==> config.mk <==
export PLATFORM = sky130hd
export DESIGN_NAME = ghost_sprite_renderer
export DESIGN_NICKNAME = d
export VERILOG_FILES = /design/src/rtl/ghost_sprite_renderer.sv
export SDC_FILE = /design/constraint.sdc
export NUM_CORES = 1
export LEC_CHECK = 0
export CORE_MARGIN = 2
export CORE_UTILIZATION = 41
export CTS_BUF_LIST = sky130_fd_sc_hd__clkbuf_4 sky130_fd_sc_hd__clkbuf_8
export CTS_CLUSTER_DIAMETER = 200
export DETAILED_ROUTE_END_ITERATION = 12
export PLACE_DENSITY = 0.82
export RECOVER_POWER = 100
export SETUP_SLACK_MARGIN = 0.02
export SYNTH_ARGS = -nofsm -noshare
export SYNTH_HDL_FRONTEND = slang
export SYNTH_SLANG_ARGS = --single-unit
==> constraint.sdc <==
create_clock -name clk -period 1.6 [get_ports clk]
set_clock_uncertainty 0.15 [all_clocks]
set_input_delay 0.16 -clock clk [delete_from_list [all_inputs] [get_ports clk]]
set_output_delay 0.16 -clock clk [all_outputs]
set_load 0.01 [all_outputs]
==> src/rtl/ghost_sprite_renderer.sv <==
// ============================================================================
// ghost_sprite_renderer : per-pixel colour index for one tile-aligned ghost
// Revision: 1.0
// ============================================================================
`default_nettype none

module ghost_sprite_renderer #(
  parameter logic [2:0] BODY_COLOR  = 3'd4,
  parameter logic [2:0] EYE_COLOR   = 3'd7,
  parameter logic [2:0] PUPIL_COLOR = 3'd1,
  parameter int         ANIM_DIV    = 8
) (
  input  logic       clk,
  input  logic       reset,
  input  logic       ce,
  input  logic [9:0] shpos,
  input  logic [9:0] svpos,
  input  logic [1:0] direction,
  input  logic [4:0] xpos,
  input  logic [4:0] ypos,
  output logic [2:0] col
);

  localparam logic [7:0] C_ANIM_LAST = 8'(ANIM_DIV - 1);
  localparam logic [4:0] C_TILE_LIMIT = 5'd30;

  logic [2:0] col_q, col_d;
  logic       frame_q, frame_d;
  logic [7:0] anim_cnt_q, anim_cnt_d;

  logic [2:0] w_c, w_r;
  logic       w_hit;
  logic [7:0] w_row_bits;
  logic       w_body_bit;
  logic       w_eye_region;
  logic       w_left_col;
  logic       w_pupil;

  assign w_c = shpos[3:1];
  assign w_r = svpos[3:1];

  // Tiles 30/31 fall outside the 480-pixel playfield and must never draw.
  assign w_hit = !shpos[9] && (shpos[8:4] == xpos) &&
                 !svpos[9] && (svpos[8:4] == ypos) &&
                 (xpos < C_TILE_LIMIT) && (ypos < C_TILE_LIMIT);

  always_comb begin
    w_row_bits = 8'b1111_1111;
    case (w_r)
      3'd0:    w_row_bits = 8'b0011_1100;
      3'd1:    w_row_bits = 8'b0111_1110;
      3'd7:    w_row_bits = frame_q ? 8'b0110_1101 : 8'b1101_1011;
      default: w_row_bits = 8'b1111_1111;
    endcase
  end

  // Column 0 is the bitmap MSB.
  assign w_body_bit = w_row_bits[3'd7 - w_c];

  assign w_eye_region = ((w_r == 3'd2) || (w_r == 3'd3)) &&
                        ((w_c == 3'd1) || (w_c == 3'd2) ||
                         (w_c == 3'd5) || (w_c == 3'd6));
  assign w_left_col   = (w_c == 3'd1) || (w_c == 3'd5);

  always_comb begin
    w_pupil = 1'b0;
    case (direction)
      2'd0: w_pupil = (w_r == 3'd2);
      2'd1: w_pupil = w_left_col;
      2'd2: w_pupil = (w_r == 3'd3);
      2'd3: w_pupil = !w_left_col;
      default: w_pupil = 1'b0;
    endcase
  end

  always_comb begin
    col_d = 3'd0;
    if (w_hit) begin
      if (w_eye_region)
        col_d = w_pupil ? PUPIL_COLOR : EYE_COLOR;
      else if (w_body_bit)
        col_d = BODY_COLOR;
    end
  end

  always_comb begin
    anim_cnt_d = anim_cnt_q;
    frame_d    = frame_q;
    if (ce) begin
      if (anim_cnt_q == C_ANIM_LAST) begin
        anim_cnt_d = 8'd0;
        frame_d    = !frame_q;
      end else begin
        anim_cnt_d = anim_cnt_q + 8'd1;
      end
    end
  end

  always_ff @(posedge clk or negedge reset) begin
    if (!reset) begin
      col_q      <= 3'd0;
      frame_q    <= 1'b0;
      anim_cnt_q <= 8'd0;
    end else begin
      col_q      <= col_d;
      frame_q    <= frame_d;
      anim_cnt_q <= anim_cnt_d;
    end
  end

  assign col = col_q;

endmodule

`default_nettype wire

* Yosys cells after proc, flatten, opt, wreduce, memory -nomap -nowiden
Index checks and enable logic that the tools add are counted.
Cells by class: add/sub/neg operators 2, order comparisons 3, multiplexer cells 10, reductions and logical operators 18, eq/ne operators 14
Operators by type and width (count):
- one-hot mux 8 bit (3 select lines) | 1
- two-way mux 8 bit | 2
- two-way mux 3 bit | 4
- equality test 5 bit | 2
- less-than comparator 5 bit, second input constant | 2
- equality test 3 x 2 -> 1 bit, second input constant | 3
- equality test 3 bit, second input constant | 3
- adder 8 x 1 -> 8 bit, second input constant | 1
- equality test 8 x 3 -> 1 bit, second input constant | 1
- equality test 3 x 1 -> 1 bit, second input constant | 2
- logical AND 1 bit | 6
- logical OR 1 bit | 5
- equality test 2 bit, second input constant | 2
- zero test 1 bit | 4
- less-than comparator 3 x 4 -> 1 bit, second input constant | 1
- one-hot mux 1 bit (4 select lines) | 1
- binary-select mux 1 bit (select 3 bit) | 1
- zero test 3 bit | 1
- subtractor 3 bit, first input constant | 1
- equality test 2 x 1 -> 1 bit, second input constant | 1
- zero test 2 bit | 1
- AND reduction 2 bit | 1
- two-way mux 1 bit | 1
Word-level totals: input bits 35, register bits 12

* Depth between registers and ports, before layout
Gate-level depths: netlist (run 1).
depth after elaboration 7, mapped depth 7, gate-level depth less buffers 7

* Worst setup path after synthesis (run 1)
OpenSTA, ideal clock, no wires.
path type register to register, start register frame_q, end register col_q[2] (netlist: col[2]), path slack 0.221 ns, period minus slack after synthesis 1.379 ns, data arrival time 1.105 ns, stages on the path, launching flop included 6, path through dfrtp_1 or3b_1 a21oi_1 o21ai_1 o211ai_1 a21oi_1
On the way: cells in the longest elaborated chain, start to end 7
Ends and longest elaborated chain:
- start, declared | line 28 | logic frame_q, frame_d;
- start signal, assigned | line 106 | frame_q <= frame_d;
- two-way mux 8 bit | line 52 | 3'd7: w_row_bits = frame_q ? 8'b0110_1101 : 8'b1101_1011;
- one-hot mux 8 bit (3 select lines) | line 49 | case (w_r)
- binary-select mux 1 bit (select 3 bit) | line 58 | assign w_body_bit = w_row_bits[3'd7 - w_c];
- two-way mux 1 bit (implied by the code) | line 58
- two-way mux 3 bit | line 81 | else if (w_body_bit)
- two-way mux 3 bit | line 79 | if (w_eye_region)
- two-way mux 3 bit | line 78 | if (w_hit) begin
- via col_d[2] | line 27 | logic [2:0] col_q, col_d;
- end signal, assigned | line 105 | col_q <= col_d;
- end, declared | line 27
The timed path passes the listed nets, and every way through them passes these cells. The select of a mux whose other input is x is not followed. A chain may end at the register's enable or synchronous reset.

* Worst setup path in the final report (run 1)
start input shpos[1], end register col_q[2] (netlist: col[2])
On the way: cells in the longest elaborated chain, start to end 7
Ends and longest elaborated chain:
- start, declared | line 16 | input logic [9:0] shpos,
- parallel branches: the longest is 5 deep, another holds subtractor 3 bit
- two-way mux 3 bit (*) | line 79
- two-way mux 3 bit (*) | line 78
- via col_d[2] | line 27
Mark *: on every way through the listed nets, which the timed path passes. The select of a mux whose other input is x is not followed.

==> run metrics, run 1 <==
residual DRC count 0; register share of total power 43.3%; Avg Cell Area, Syn 9.99 sq um; Global Route Usage Sum 19.0%; placeable core area 0.00176 sq mm; Finished Layout Cells 148; Starting Density 44.2%; Layout fillers 156; total CTS buffers 3; status completed; first-pass iteration count of the detailed router 4; PD cells 910 mW/mm^2; critical path capture point type flop; # nets final 161; crit start category input port; Comb power frac 35.4%; final wirelength 1.92 mm; I/O pin total 38; Max clock buf depth 2; Post-Synth XOR/XNOR Area 21.3%; RSZ-0062 raised after global routing no; H-tree depth 1; Root Buffer clkbuf_4; Post-Synthesis Net Count 115; clock-pin slew on the worst setup and hold paths 0.08 ns; post-synthesis adder-cell area fraction 3.21%; Clock Power Share 21.2%; Psw 0.355 mW; WL per Instance 12.9 um; CTS resizes 0; Simple-Gate Fraction of Synth Area 24.4%; antenna violations before repair 0; Cells after Synth 78; Port Buffers 35; static leakage power 0.512 nW; Final Hold Vio Count 0; Via-to-Cell Ratio 5.15; final worst-path cycle share 97.0%; hpwl dp 1.61 mm; die width 47.6 um; Die Y 47.6 um; clock latency on the worst-skew pair 0.27 ns; DRT iter0 DRCs 7; Synth Area in Compound Gates 8.35%; n_diodes 0; Mapped Area 779 sq um; pin count of the biggest net entering global routing 13; GP Congestion 0.731; dominant cell type by area after synthesis dfrtp_1; via count 762; main combinational cell family by area after synthesis simple AND/OR/NAND/NOR gates; placed insts 144; pin slew with the least headroom to its limit 0.523 ns; M1 WL 723 um; Sequential cell area 300 sq um; met2 wire len 1.04 mm; YS warnings 0; first-pass GRT wire length 2.98 mm; hold buffers post-CTS 0; IR Drop Worst-Case VDD 0.575 mV; share of the synthesized area in the top cell type 38.5%; Int Power 0.773 mW; fmax 644 MHz; Post-CTS Setup Inserts 0; CTS tree built; fin. max-slew vios 0; # setup viols final 0; total grt overflow 0; number of global-route vias before repair 765; area grow syn2layout 59.1%; total power 1.13 mW; crit path time final 1.55 ns; register area share after synthesis 38.5%; Routed Antenna Nets 0; worst min-delay path class in2async; Cell variety after synth 27; Slew Limit Headroom 65.0%; Worst Hold Slack 0.142 ns; post-synthesis mux area share 2.73%; Critical Path RT 1.60 ns; Clock Sink Count 12; largest cells by area after synthesis dfrtp_1 39%, xnor2_1 15%, xor2_1 6.7%; Net Sw Frac 31.5%; die area 0.00227 sq mm; layout cells sized above 1 11.4%; row count 15; area of the multi-input gates 465 sq um; critical path arrival 1.56 ns; crit-path max FO 6; DR WL met3 125 um; critical setup path kind in2reg; #FFs+latches synth 12; DR top layer met4; Max Cap Violations 0
## cell usage in the layout (no fill, tap or decap), drive strengths merged
cell	instances
buf	5
clkdlybuf4s50	31
a21oi	4
clkbuf	5
and3	2
nand4b	1
nand2	4
and4	2
ha	2
nor2	6
dlygate4sd3	4
mux2i	1
nand3b	1
o21ai	2
a2111oi	1
nand4	6
nor3	1
dfrtp	12
nor3b	1
mux2	1
xnor2	13
o211ai	1
xor2	6
or3b	1
nand3	5
nor4	2
inv	3
## cell type report
type / instances / area share, %
Clock buffer: 4 / 2.93
Sequential cell: 12 / 24.2
Inverter: 3 / 0.908
Timing Repair Buffer: 41 / 31.9
Multi-Input combinational cell: 63 / 37.5
Tap cell: 25 / 2.52
## critical path: stages
cell and delay [ns]:
clkdlybuf4s50_1 0.51, ha_1 0.37, nor3b_2 0.25, a21oi_1 0.07, o211ai_1 0.11, a21oi_1 0.09
## power groups by stage
| stage | clock network (mW) | logic (mW) | registers, mW |
|---|---|---|---|
| 3_3_place_gp | 0 | 0.386 | 0.492 |
| 5_1_grt | 0.264 | 0.442 | 0.501 |
| 4_1_cts | 0.249 | 0.405 | 0.492 |
| 2_1_floorplan | 0 | 0.218 | 0.483 |
| 3_5_place_dp | 0 | 0.405 | 0.494 |
| 6_report | 0.240 | 0.400 | 0.489 |
## cell families after synthesis
family,Yosys count
adders and majority gates,2
buffers and inverters,3
AOI/OAI and AO/OA,8
xor gates and xnor gates,19
and+or+nand+nor,32
DFF,12
muxes,2
## metal layers
layer | track usage, % | up-vias
li1 | - | 371
met4 | 7.03 | 0
met3 | 4.91 | 4
met5 | 0 | -
met1 | 17.5 | 355
met2 | 38.9 | 32
## metrics by stage
stage	util [%]	TNS, ns	instance area, sq um	setup slack [ns]
2_1_floorplan	-	0	779	0.221
6_report	70.3	0	1240	0.0482
3_5_place_dp	68.4	-0.586	1210	-0.252
5_1_grt	70.3	0	1240	0.00536
3_3_place_gp	68.4	-0.370	1210	-0.169
4_1_cts	70.4	0	1240	0.0304
## path summary, 6_finish.rpt
check	startpoint	to	slack (ns)	cells past startpoint
worst min-delay path	reset	anim_cnt_q[4]	0.14	1
worst min register to register	anim_cnt_q[7]	anim_cnt_q[7]	0.35	1
worst max register to register	frame_q	col[2]	0.18	5
min in group clk	anim_cnt_q[7]	anim_cnt_q[7]	0.35	1
max in group asynchronous	reset	anim_cnt_q[0]	0.80	1
worst max-delay path	shpos[1]	col[2]	0.05	6
## Yosys cell counts
master,number
nand3_1,4
and3_1,2
nand2_1,4
nor4_1,2
inv_1,3
o211ai_1,1
mux2_2,1
nand3b_1,1
a21oi_1,4
a2111oi_4,1
nor3b_1,1
and4_4,1
nand4_1,6
nor3_1,1
o21ai_1,1
xor2_1,6
nand3_2,1
ha_1,2
and4_1,1
nor2_1,5
mux2i_1,1
or3b_1,1
o21ai_0,1
nand4b_1,1
dfrtp_1,12
xnor2_1,13
nor2_2,1
## sequential cells by signal (all words and copies together), names as in the netlist
| register | count |
|---|---|
| frame_q | 1 |
| anim_cnt_q | 8 |
| col | 3 |
No activity file was read; power rests on OpenSTA's default activity.
==> run 2, diff against run 1 <==
--- a/config.mk
+++ b/config.mk
@@ -5,12 +5,11 @@
 export SDC_FILE = /design/constraint.sdc
 export NUM_CORES = 1
 export LEC_CHECK = 0
-export CORE_MARGIN = 2
-export CORE_UTILIZATION = 41
+export CORE_MARGIN = 10
+export CORE_UTILIZATION = 25
 export CTS_BUF_LIST = sky130_fd_sc_hd__clkbuf_4 sky130_fd_sc_hd__clkbuf_8
-export CTS_CLUSTER_DIAMETER = 200
 export DETAILED_ROUTE_END_ITERATION = 12
-export PLACE_DENSITY = 0.82
+export PLACE_DENSITY = 0.55
 export RECOVER_POWER = 100
 export SETUP_SLACK_MARGIN = 0.02
 export SYNTH_ARGS = -nofsm -noshare
==> run 2 against run 1 <==
Sequential power down 1%; utilization down 29 points; sequential share of layout area down 0.36 points; combinational power down 3%; sequential cell count unchanged; maximum frequency up 2.2%; cell count up 13%; worst setup slack better by 0.034 ns; worst hold slack worse by 0.0018 ns; clock power up 3%; clock-buffer cell count unchanged; first-iteration DRC count rose to 4.3 times the previous value.
==> run metrics, run 2 (synthesized netlist as in run 1, its figures left out) <==
antenna violations before repair 0; Layout fillers 307; pin slew with the least headroom to its limit 0.533 ns; static leakage power 0.501 nW; area of the multi-input gates 463 sq um; residual DRC count 0; Critical Path RT 1.61 ns; worst r2r path cells 5; fmax 659 MHz; number of global-route vias before repair 763; Max clock buf depth 2; via count 730; Global Route Usage Sum 7.34%; area grow syn2layout 61.5%; DRT iter0 DRCs 30; critical path arrival 1.53 ns; Register-to-Register Setup Slack 0.14 ns; Starting Density 25.7%; critical setup path kind in2reg; met1 Usage GRT 7.43%; placed insts 163; critical path capture point type flop; RSZ-0062 raised after global routing no; CP max stage delay 0.42 ns; Routed Antenna Nets 0; Crit path depth 7; Final Hold Vio Count 0; Slew Limit Headroom 64.3%; met3 Use GR 5.60%; Root Buffer clkbuf_4; final worst-path cycle share 94.9%; first-pass iteration count of the detailed router 3; worst-path cell chain clkdlybuf4s50_1 -> clkbuf_2 -> or3b_1 -> a21oi_1 -> o21ai_1 -> o211ai_1 -> a21oi_1; die width 75.8 um; Max Cap Violations 0; n_diodes 0; total CTS buffers 3; GRT Max-Usage Layer met2; crit start category input port; first-pass GRT wire length 3.23 mm; Die Y 75.8 um; met2 Use GR 11.7%; most used cell, CP a21oi_1; placeable core area 0.00303 sq mm; reg-to-reg critical path endpoint col[2]; Top reg by flops anim_cnt_q; final wirelength 2.03 mm; Finished Layout Cells 167; layout cells sized above 1 10.6%; row count 20; fin worst setup slack 0.0818 ns; commonest non-fill, non-tap cell in the layout clkdlybuf4s50_1; worst path bufs/invs 2; CTS tree built; setup_tns 0 ns; total power 1.12 mW; crit-path max FO 4; status completed; delay-heaviest family, CP buffers and inverters; CP max-delay cell clkdlybuf4s50_1; # nets final 161; hold buffers post-CTS 0; Sequential cell area 300 sq um; total grt overflow 0; WL per Instance 12.1 um; worst min-delay path class in2async; I/O pin total 38; Port Buffers 35; H-tree depth 1; Post-CTS Setup Inserts 0; r2r startpoint frame_q; Post-Place Worst Slack -0.235 ns; # setup viols final 0; crit path time final 1.52 ns; clock-pin slew on the worst setup and hold paths 0.08 ns; pin count of the biggest net entering global routing 13; hpwl dp 1.81 mm; IR Drop Worst-Case VDD 0.243 mV; GP Congestion 0.775; die area 0.00575 sq mm; max FFs per register 8; Core Util, Final 41.6%; fin. max-slew vios 0; clock latency on the worst-skew pair 0.28 ns; Via-to-Cell Ratio 4.37; Clock Sink Count 12; PD cells 889 mW/mm^2; commonest non-fill, non-tap cells in the layout 34 x clkdlybuf4s50_1, 13 x xnor2_1, 12 x dfrtp_1
## run 2: cell types whose count changed in the layout (fill, tap and decap cells not counted), sizes merged
cell | before | now
clkbuf | 5 | 6
dlygate4sd3 | 4 | 1
buf | 5 | 4
clkdlybuf4s50 | 31 | 34
## run 2: cell type report
cell class	instances	share of cell area [%]
Timing Repair Buffer	41	31.2
Inverter	3	0.895
Clock buffer	4	2.88
Sequential cell	12	23.9
Multi-Input combinational cell	63	36.8
Tap cell	44	4.37
## run 2: worst register-to-register path, cell delays in order (launching register included)
cell	delay (ns)
dfrtp_1	0.39
or3b_1	0.36
a21oi_1	0.16
o21ai_1	0.09
o211ai_1	0.09
a21oi_1	0.10
## run 2: worst max-delay path by stage
stage                     slack [ns]  endpoint     start
after floorplan                 0.22    col[2]   frame_q
after global placement         -0.18    col[2]  shpos[2]
after detailed placement       -0.23    col[2]  shpos[2]
after CTS                       0.03    col[2]  shpos[2]
after global routing            0.04    col[2]  shpos[2]
final                           0.08    col[2]  shpos[2]
## run 2: through the flow
| step | instance area, sq um | hold slack, ns |
|---|---|---|
| 3_3_place_gp | 1230 | 0.341 |
| 5_1_grt | 1260 | 0.187 |
| 2_1_floorplan | 779 | -0.286 |
| 4_1_cts | 1270 | 0.0880 |
| 3_5_place_dp | 1230 | 0.345 |
| 6_report | 1260 | 0.140 |
## run 2: what timing repair did
item,CTS,global route
hold endpoints to repair,0,0
resized for setup,0,1
endpoints found under the setup margin,0,2
## run 2: power by group
group	internal [mW]	switching (mW)
clock network	0.139	0.108
logic	0.238	0.150
registers	0.395	0.0889
## run 2: metal layers
| layer | up-vias | share of wire (%) |
|---|---|---|
| met3 | 3 | 15 |
| met1 | 323 | 39 |
| met2 | 30 | 45 |
| met4 | 0 | 0.84 |
| met5 | - | 0 |
| li1 | 374 | - |
==> run 3, diff against run 2 <==
--- a/config.mk
+++ b/config.mk
@@ -6,10 +6,10 @@
 export NUM_CORES = 1
 export LEC_CHECK = 0
 export CORE_MARGIN = 10
-export CORE_UTILIZATION = 25
+export CORE_UTILIZATION = 41
 export CTS_BUF_LIST = sky130_fd_sc_hd__clkbuf_4 sky130_fd_sc_hd__clkbuf_8
 export DETAILED_ROUTE_END_ITERATION = 12
-export PLACE_DENSITY = 0.55
+export PLACE_DENSITY = 0.82
 export RECOVER_POWER = 100
 export SETUP_SLACK_MARGIN = 0.02
 export SYNTH_ARGS = -nofsm -noshare
==> run 3 against run 2 <==
Critical path depth fell by 6; clock-buffer cell count decreased by 1; global-route usage is 3.3 points higher; largest cell class unchanged; sequential cell count unchanged.
==> run metrics, run 3 (synthesized netlist as in run 1, its figures left out) <==
Root Buffer clkbuf_4; # nets final 161; pin slew with the least headroom to its limit 0.540 ns; critical setup path kind reg2out; Final Hold Vio Count 0; Post-DP Area 0.00121 sq mm; area of the multi-input gates 477 sq um; residual DRC count 0; hpwl dp 1.88 mm; Post-Place Worst Slack -0.192 ns; placeable core area 0.00176 sq mm; Slew Limit Headroom 63.9%; Global Route Usage Sum 10.6%; DRT iter0 DRCs 31; total grt overflow 0; PD cells 872 mW/mm^2; delay-heaviest family, CP buffers and inverters; crit-path max FO 1; Max Cap Violations 0; max FFs per register 8; register share of total power 45.5%; crit start category flop; n_diodes 0; CP max-delay cell dlygate4sd3_1; pin count of the biggest net entering global routing 13; die width 63.6 um; r2r startpoint anim_cnt_q[5]; antenna violations before repair 0; worst min-delay path class in2async; first-pass GRT wire length 3.54 mm; number of global-route vias before repair 859; worst-path cell chain dlygate4sd3_1; worst path bufs/invs 1; Psw 0.351 mW; Starting Density 44.2%; Comb power frac 37.7%; WL per Instance 14.5 um; commonest non-fill, non-tap cell in the layout clkdlybuf4s50_1; IR Drop Worst-Case VDD 0.478 mV; # setup viols final 0; I/O pin total 38; GP Congestion 0.733; row count 15; Final Instance Area 0.00123 sq mm; total CTS buffers 3; Layout fillers 154; critical path arrival 1.23 ns; final worst-path cycle share 96.5%; critical path capture point type output port; via count 746; Via-to-Cell Ratio 5.07; Crit. Startpoint col[2]; first-pass iteration count of the detailed router 4; fin worst setup slack 0.0566 ns; H-tree depth 1; Sequential cell area 300 sq um; Clock Power Share 16.9%; static leakage power 0.504 nW; clock-pin slew on the worst setup and hold paths 0.07 ns; RSZ-0062 raised after global routing no; Top reg by flops anim_cnt_q; Port Buffers 35; Int Power 0.726 mW; Critical Path RT 1.29 ns; fmax 648 MHz; Clock Sink Count 12; fin. max-slew vios 0; Routed Antenna Nets 0; die area 0.00404 sq mm; area grow syn2layout 58.4%; CP max stage delay 0.61 ns; crit path time final 1.54 ns; commonest non-fill, non-tap cells in the layout 31 x clkdlybuf4s50_1, 13 x xnor2_1, 12 x dfrtp_1, 6 x nand4_1, 6 x xor2_1; CTS tree built; Die Y 63.6 um; status completed; clock latency on the worst-skew pair 0.27 ns; Max clock buf depth 2; Net Sw Frac 32.6%; Core Util, Final 70.0%; layout cells sized above 1 13.1%; final wirelength 2.13 mm
run 3: power by group through the flow:
stage,logic [mW],registers (mW),clock network (mW)
finish,0.406,0.489,0.181
global route,0.454,0.504,0.202
CTS,0.409,0.494,0.187
detailed placement,0.409,0.497,0
global placement,0.386,0.491,0
floorplan,0.218,0.483,0
run 3: final cells by class:
class | instances | area share (%)
Clock buffer | 3 | 1.82
Inverter | 3 | 0.912
Multi-Input combinational cell | 63 | 38.6
Sequential cell | 12 | 24.3
Tap cell | 25 | 2.53
Timing Repair Buffer | 41 | 31.8
run 3: metrics by stage:
step / setup TNS [ns] / hold slack, ns / instances / total power, mW
3_5_place_dp: -0.471 / 0.342 / 144 / 0.906
6_report: 0 / 0.156 / 147 / 1.08
3_3_place_gp: -0.346 / 0.333 / 144 / 0.877
2_1_floorplan: 0 / -0.286 / 78 / 0.701
4_1_cts: 0 / 0.100 / 147 / 1.09
5_1_grt: 0 / 0.183 / 147 / 1.16
run 3: timing repair:
item                                    in CTS  in global routing
endpoints found under the setup margin       0                  2
gates resized for setup                      0                  3
hold buffers                                 0                  0
buffers inserted                             0                  0
run 3: per-layer routing:
metal  vias up  wire length [um]  GRT usage (%)
met5         -                 0              0
met4         0                16           3.28
met3         2               120           3.71
met2        22              1200           21.0
met1       353               794           9.75
li1        369                 -              -
run 3: path summary, 6_finish.rpt:
| check | endpoint | slack [ns] | cells after the start |
|---|---|---|---|
| worst max-delay path | col[2] | 0.06 | 1 |
| worst min-delay path | anim_cnt_q[5] | 0.16 | 1 |
| worst max register to register | frame_q | 0.12 | 4 |
| worst min register to register | anim_cnt_q[7] | 0.36 | 1 |
| max in group asynchronous | anim_cnt_q[2] | 0.79 | 1 |
| min in group clk | anim_cnt_q[7] | 0.36 | 1 |
